File: config.mk
export PLATFORM = sky130hd
export DESIGN_NAME = rpu_run_sequencer
export DESIGN_NICKNAME = d
export VERILOG_FILES = /design/src/rtl/rpu_run_sequencer.sv
export SDC_FILE = /design/constraint.sdc
export NUM_CORES = 1
export LEC_CHECK = 0
export ABC_AREA = 0
export BUFFER_PORTS_ARGS = -buffer_cell sky130_fd_sc_hd__buf_2
export CORE_MARGIN = 1
export CORE_UTILIZATION = 30
export CTS_CLUSTER_DIAMETER = 50
export CTS_CLUSTER_SIZE = 40
export DETAILED_ROUTE_END_ITERATION = 12
export HOLD_SLACK_MARGIN = 0.08
export PLACE_DENSITY = 0.48
export SLEW_MARGIN = 0
export SYNTH_ARGS = -nofsm -noshare
export SYNTH_HDL_FRONTEND = slang
export SYNTH_SLANG_ARGS = --single-unit
File: constraint.sdc
create_clock -name clk -period 5.7 [get_ports clk]
set_clock_uncertainty 0.15 [all_clocks]
set_input_delay 0.855 -clock clk [delete_from_list [all_inputs] [get_ports clk]]
set_output_delay 0.855 -clock clk [all_outputs]
set_load 0.01 [all_outputs]
File: src/rtl/rpu_run_sequencer.sv
// rtl/rpu_run_sequencer.sv - datapath-side run/learn/clear sequencer answering the RPU control FSM
module rpu_run_sequencer #(
    parameter int NUM_STEPS = 16,
    parameter int NUM_SYN   = 8,
    parameter int CNT_W     = 8,
    parameter int ADDR_W    = 3
) (
    input  logic              clk,
    input  logic              rst_n,
    input  logic              busy_in,
    input  logic              learn_en,
    input  logic              neuron_rst,
    input  logic [CNT_W-1:0]  run_len,
    output logic              tick,
    output logic [CNT_W-1:0]  timestep,
    output logic              done,
    output logic [ADDR_W-1:0] syn_addr,
    output logic              learn_we,
    output logic              neuron_clr,
    output logic              run_abort,
    output logic [2:0]        seq_state
);

    typedef enum logic [2:0] {
        S_IDLE       = 3'd0,
        S_RUN        = 3'd1,
        S_WAIT_LEARN = 3'd2,
        S_LEARN      = 3'd3,
        S_CLEAR      = 3'd4
    } state_t;

    localparam logic [CNT_W-1:0]  DEF_LEN  = CNT_W'(NUM_STEPS);
    localparam logic [CNT_W-1:0]  CNT_ONE  = CNT_W'(1);
    localparam logic [ADDR_W-1:0] ADDR_ONE = ADDR_W'(1);
    localparam logic [ADDR_W-1:0] LAST_SYN = ADDR_W'(NUM_SYN - 1);

    state_t            state, state_n;
    logic [CNT_W-1:0]  step_q, step_n;
    logic [CNT_W-1:0]  len_q, len_n;
    logic [ADDR_W-1:0] syn_q, syn_n;
    logic              clr_pending, clr_pending_n;
    logic              done_n, abort_n;

    always_ff @(posedge clk or negedge rst_n) begin
        if (!rst_n) begin
            state       <= S_IDLE;
            step_q      <= '0;
            len_q       <= '0;
            syn_q       <= '0;
            clr_pending <= 1'b0;
            done        <= 1'b0;
            run_abort   <= 1'b0;
        end else begin
            state       <= state_n;
            step_q      <= step_n;
            len_q       <= len_n;
            syn_q       <= syn_n;
            clr_pending <= clr_pending_n;
            done        <= done_n;
            run_abort   <= abort_n;
        end
    end

    always_comb begin
        state_n       = state;
        step_n        = step_q;
        len_n         = len_q;
        syn_n         = syn_q;
        clr_pending_n = clr_pending;
        done_n        = 1'b0;
        abort_n       = 1'b0;
        unique case (state)
            S_IDLE: begin
                // A pending or fresh clear wins over starting a new run.
                if (neuron_rst || clr_pending) begin
                    state_n = S_CLEAR;
                end else if (busy_in) begin
                    state_n = S_RUN;
                    step_n  = '0;
                    len_n   = (run_len == '0) ? DEF_LEN : run_len;
                end
            end
            S_RUN: begin
                if (!busy_in) begin
                    state_n = S_IDLE;
                    abort_n = 1'b1;
                end else if (step_q == len_q - CNT_ONE) begin
                    state_n = S_WAIT_LEARN;
                    done_n  = 1'b1;
                end else begin
                    step_n = step_q + CNT_ONE;
                end
            end
            S_WAIT_LEARN: begin
                if (learn_en) begin
                    state_n = S_LEARN;
                    syn_n   = '0;
                    if (neuron_rst) clr_pending_n = 1'b1;
                end else if (neuron_rst) begin
                    state_n = S_CLEAR;
                end
            end
            S_LEARN: begin
                // The sweep always completes; a reset request is deferred to IDLE.
                if (neuron_rst) clr_pending_n = 1'b1;
                if (syn_q == LAST_SYN) begin
                    state_n = S_IDLE;
                    syn_n   = '0;
                end else begin
                    syn_n = syn_q + ADDR_ONE;
                end
            end
            S_CLEAR: begin
                state_n       = S_IDLE;
                clr_pending_n = 1'b0;
                step_n        = '0;
            end
            default: state_n = S_IDLE;
        endcase
    end

    assign tick       = (state == S_RUN);
    assign learn_we   = (state == S_LEARN);
    assign neuron_clr = (state == S_CLEAR);
    assign timestep   = step_q;
    assign syn_addr   = (state == S_LEARN) ? syn_q : '0;
    assign seq_state  = state;

endmodule

==> results.sh <==
export IMPL_worst_pin_slew_ns=0.7833
export IMPL_drt_iter0_drc=44
export IMPL_ys_async_sr_fraction=1.000
export IMPL_clock_path_buffers=2
export IMPL_cp_max_fo=12
export IMPL_yosysWarningCount=0
export IMPL_grt_pass1_wl_microns=6037
export IMPL_fp_dieW_microns=73.54
export IMPL_hp_class="flop to flop"
export IMPL_cts_buffers=3
export IMPL_clock_sinks=25
export IMPL_die_h_microns=73.54
export IMPL_synthesis_nets=172
export IMPL_remaining_drc_errors=0
export IMPL_rsz0062_at_grt="false"
export IMPL_maxSlewViolCount=0
export IMPL_fin_crit_sh=0.4718
export IMPL_clk_latency_ns=0.27
export IMPL_drive_above_1_share=0.2486
export IMPL_mostFrequentLayoutCells="31 x buf_2, 25 x dfrtp_1, 12 x nand2_1"
export IMPL_syn2layout_area_growth_pct=16.71
export IMPL_pwr_density_cell_nw_per_um2=391.5
export IMPL_avgViaCountPerCell=5.175
export IMPL_synthCells=155
export IMPL_fin_setup_tns_ns=0
export IMPL_ir_worst_vdd_mv=0.1368
export IMPL_dp_hpwl_microns=2649
export IMPL_timing_hold_violations_final=0
export IMPL_status="complete, no violations"
export IMPL_grt_max_degree=26
export IMPL_ys_ff_latch=25
export IMPL_diodes=0
export IMPL_ys_seq_area_frac=0.4075
export IMPL_gp_congestion=0.7975
export IMPL_h_tree_depth=1
export IMPL_maxSlewHeadroom=0.4738
export IMPL_critical_path_required_ns=4.70
export IMPL_core_area_sq_um=4817
export IMPL_grt_overflow=0
export IMPL_vias=1304
export IMPL_end_kind="primary output"
export IMPL_die_area_sq_um=5407
export IMPL_stdcell_count=252
export IMPL_postRouteAntennaNets=0
export IMPL_final_nets=203
export IMPL_clock_fmax_ghz=0.3718
export IMPL_grt_pass1_vias=1292
export IMPL_numPortBuffers=31
export IMPL_path_class="flop to primary output"
export IMPL_path_clk_slew_ns=0.09
export IMPL_final_util=0.3719
export IMPL_cap_viol_max_count=0
export IMPL_track_usage=0.1432
export IMPL_cts_hold_buffers=0
export IMPL_setup_viol=0
export IMPL_cts_root_buf="clkbuf_8"
export IMPL_cp_start_kind="flop"
export IMPL_wl_microns=3509
export IMPL_arrival_ns=1.68
export IMPL_cts_resized=0
export IMPL_dp_cells=248
export IMPL_synth_enable_flop_cells=0
export IMPL_finalCriticalPeriod_ns=2.689
export IMPL_synth_area_sq_um=1535
export IMPL_fillCellCount=509
export IMPL_num_rows=25
export IMPL_antenna_found_initial=0
export IMPL_start_util=0.3187
export IMPL_layout_commonest_cell="buf_2"
export IMPL_p_leak_uw=0.0008749
export IMPL_synth_cell_types=51
export IMPL_drtPass1Iterations=4
export IMPL_wl_per_cell_microns=13.92
export IMPL_io_pins=32
export IMPL_cts_tree="done"
export IMPL_synthFlopType="dfrtp_1"
export IMPL_synth_area_per_cell_sq_um=9.905
export IMPL_cts_setup_buffers=0
-- per-layer routing --
metal / global-route usage / vias up / routed length, microns / part of all wire
li1: - / 630 / - / -
met1: 0.1931 / 636 / 1661 / 0.47
met2: 0.2334 / 36 / 1668 / 0.48
met3: 0.02058 / 2 / 153 / 0.044
met4: 0.05128 / 0 / 25 / 0.0071
met5: 0 / - / 0 / 0
-- sequential cells by signal (all words and copies together), names as in the netlist --
signal	flops
clr_pending	1
done	1
len_q	8
run_abort	1
seq_state	3
syn_q	3
timestep	8
-- synth_stat cells (3+ instances only) --
cell type  number  share of area
a21oi_1         9          0.029
a22o_1          4          0.023
a31o_1          3          0.017
and3_1          8          0.033
and4_1          3          0.017
dfrtp_1        25           0.41
ha_1            4          0.033
inv_1           5          0.012
mux2_2          6          0.044
nand2_1        12          0.029
nand4_1         3          0.012
nor2_1          9          0.022
nor3_1          8          0.026
nor4_1          3          0.012
xnor2_1         7          0.040
xor2_1          3          0.017
-- cells by family after synthesis --
group | after synthesis | synth area share
DFF | 25 | 0.4075
and+or+nand+nor | 58 | 0.2144
AOI/OAI and AO/OA | 37 | 0.1875
buffers and inverters | 12 | 0.03585
adders and majority gates | 4 | 0.03260
xor gates and xnor gates | 10 | 0.05705
muxes | 9 | 0.06520
-- where the power goes --
part | internal, uW | total (uW) | switching [uW]
combinational | 144 | 289 | 146
sequential | 222 | 307 | 85.1
clock | 48.8 | 105 | 56.1
total | 415 | 701 | 287
-- area by class of cell --
type                            instances  area (sq um)  share of cell area
Clock buffer                            3         41.29             0.02304
Multi-Input combinational cell        118         854.6              0.4770
Tap cell                               67         83.83             0.04679
Sequential cell                        25         625.6              0.3492
Clock inverter                          1         5.005            0.002793
Timing Repair Buffer                   31         155.1             0.08659
Inverter                                7         26.28             0.01466
-- through the flow --
stage                     power (uW)  cell area, sq um  hold slack [ns]  setup slack [ns]
after floorplan                522.5              1535           0.3340             3.190
after global placement         597.1              1745           0.3701             2.941
after detailed placement       603.8              1745           0.3722             2.930
after CTS                      711.7              1792           0.3983             3.009
after global routing           763.1              1792           0.4137             2.830
final                          701.4              1792           0.3872             3.011
-- worst max-delay path: stages, from the launching register on --
cell and delay, ns:
dfrtp_1 0.59, nor2b_1 0.42, and2_1 0.25, buf_2 0.15
-- worst paths after layout --
kind | slack (ns) | from | to | depth (start not counted)
max in group asynchronous | 4.60 | rst_n | len_q[2] | 1
min in group asynchronous | 0.42 | rst_n | timestep[5] | 1
worst max-delay path | 3.01 | seq_state[1] | learn_we | 3
worst min register to register | 0.39 | syn_q[1] | syn_q[1] | 1
worst min-delay path | 0.39 | syn_q[1] | syn_q[1] | 1
worst max register to register | 3.09 | len_q[0] | seq_state[0] | 8
Note: power is estimated with default switching activity, not from simulation.
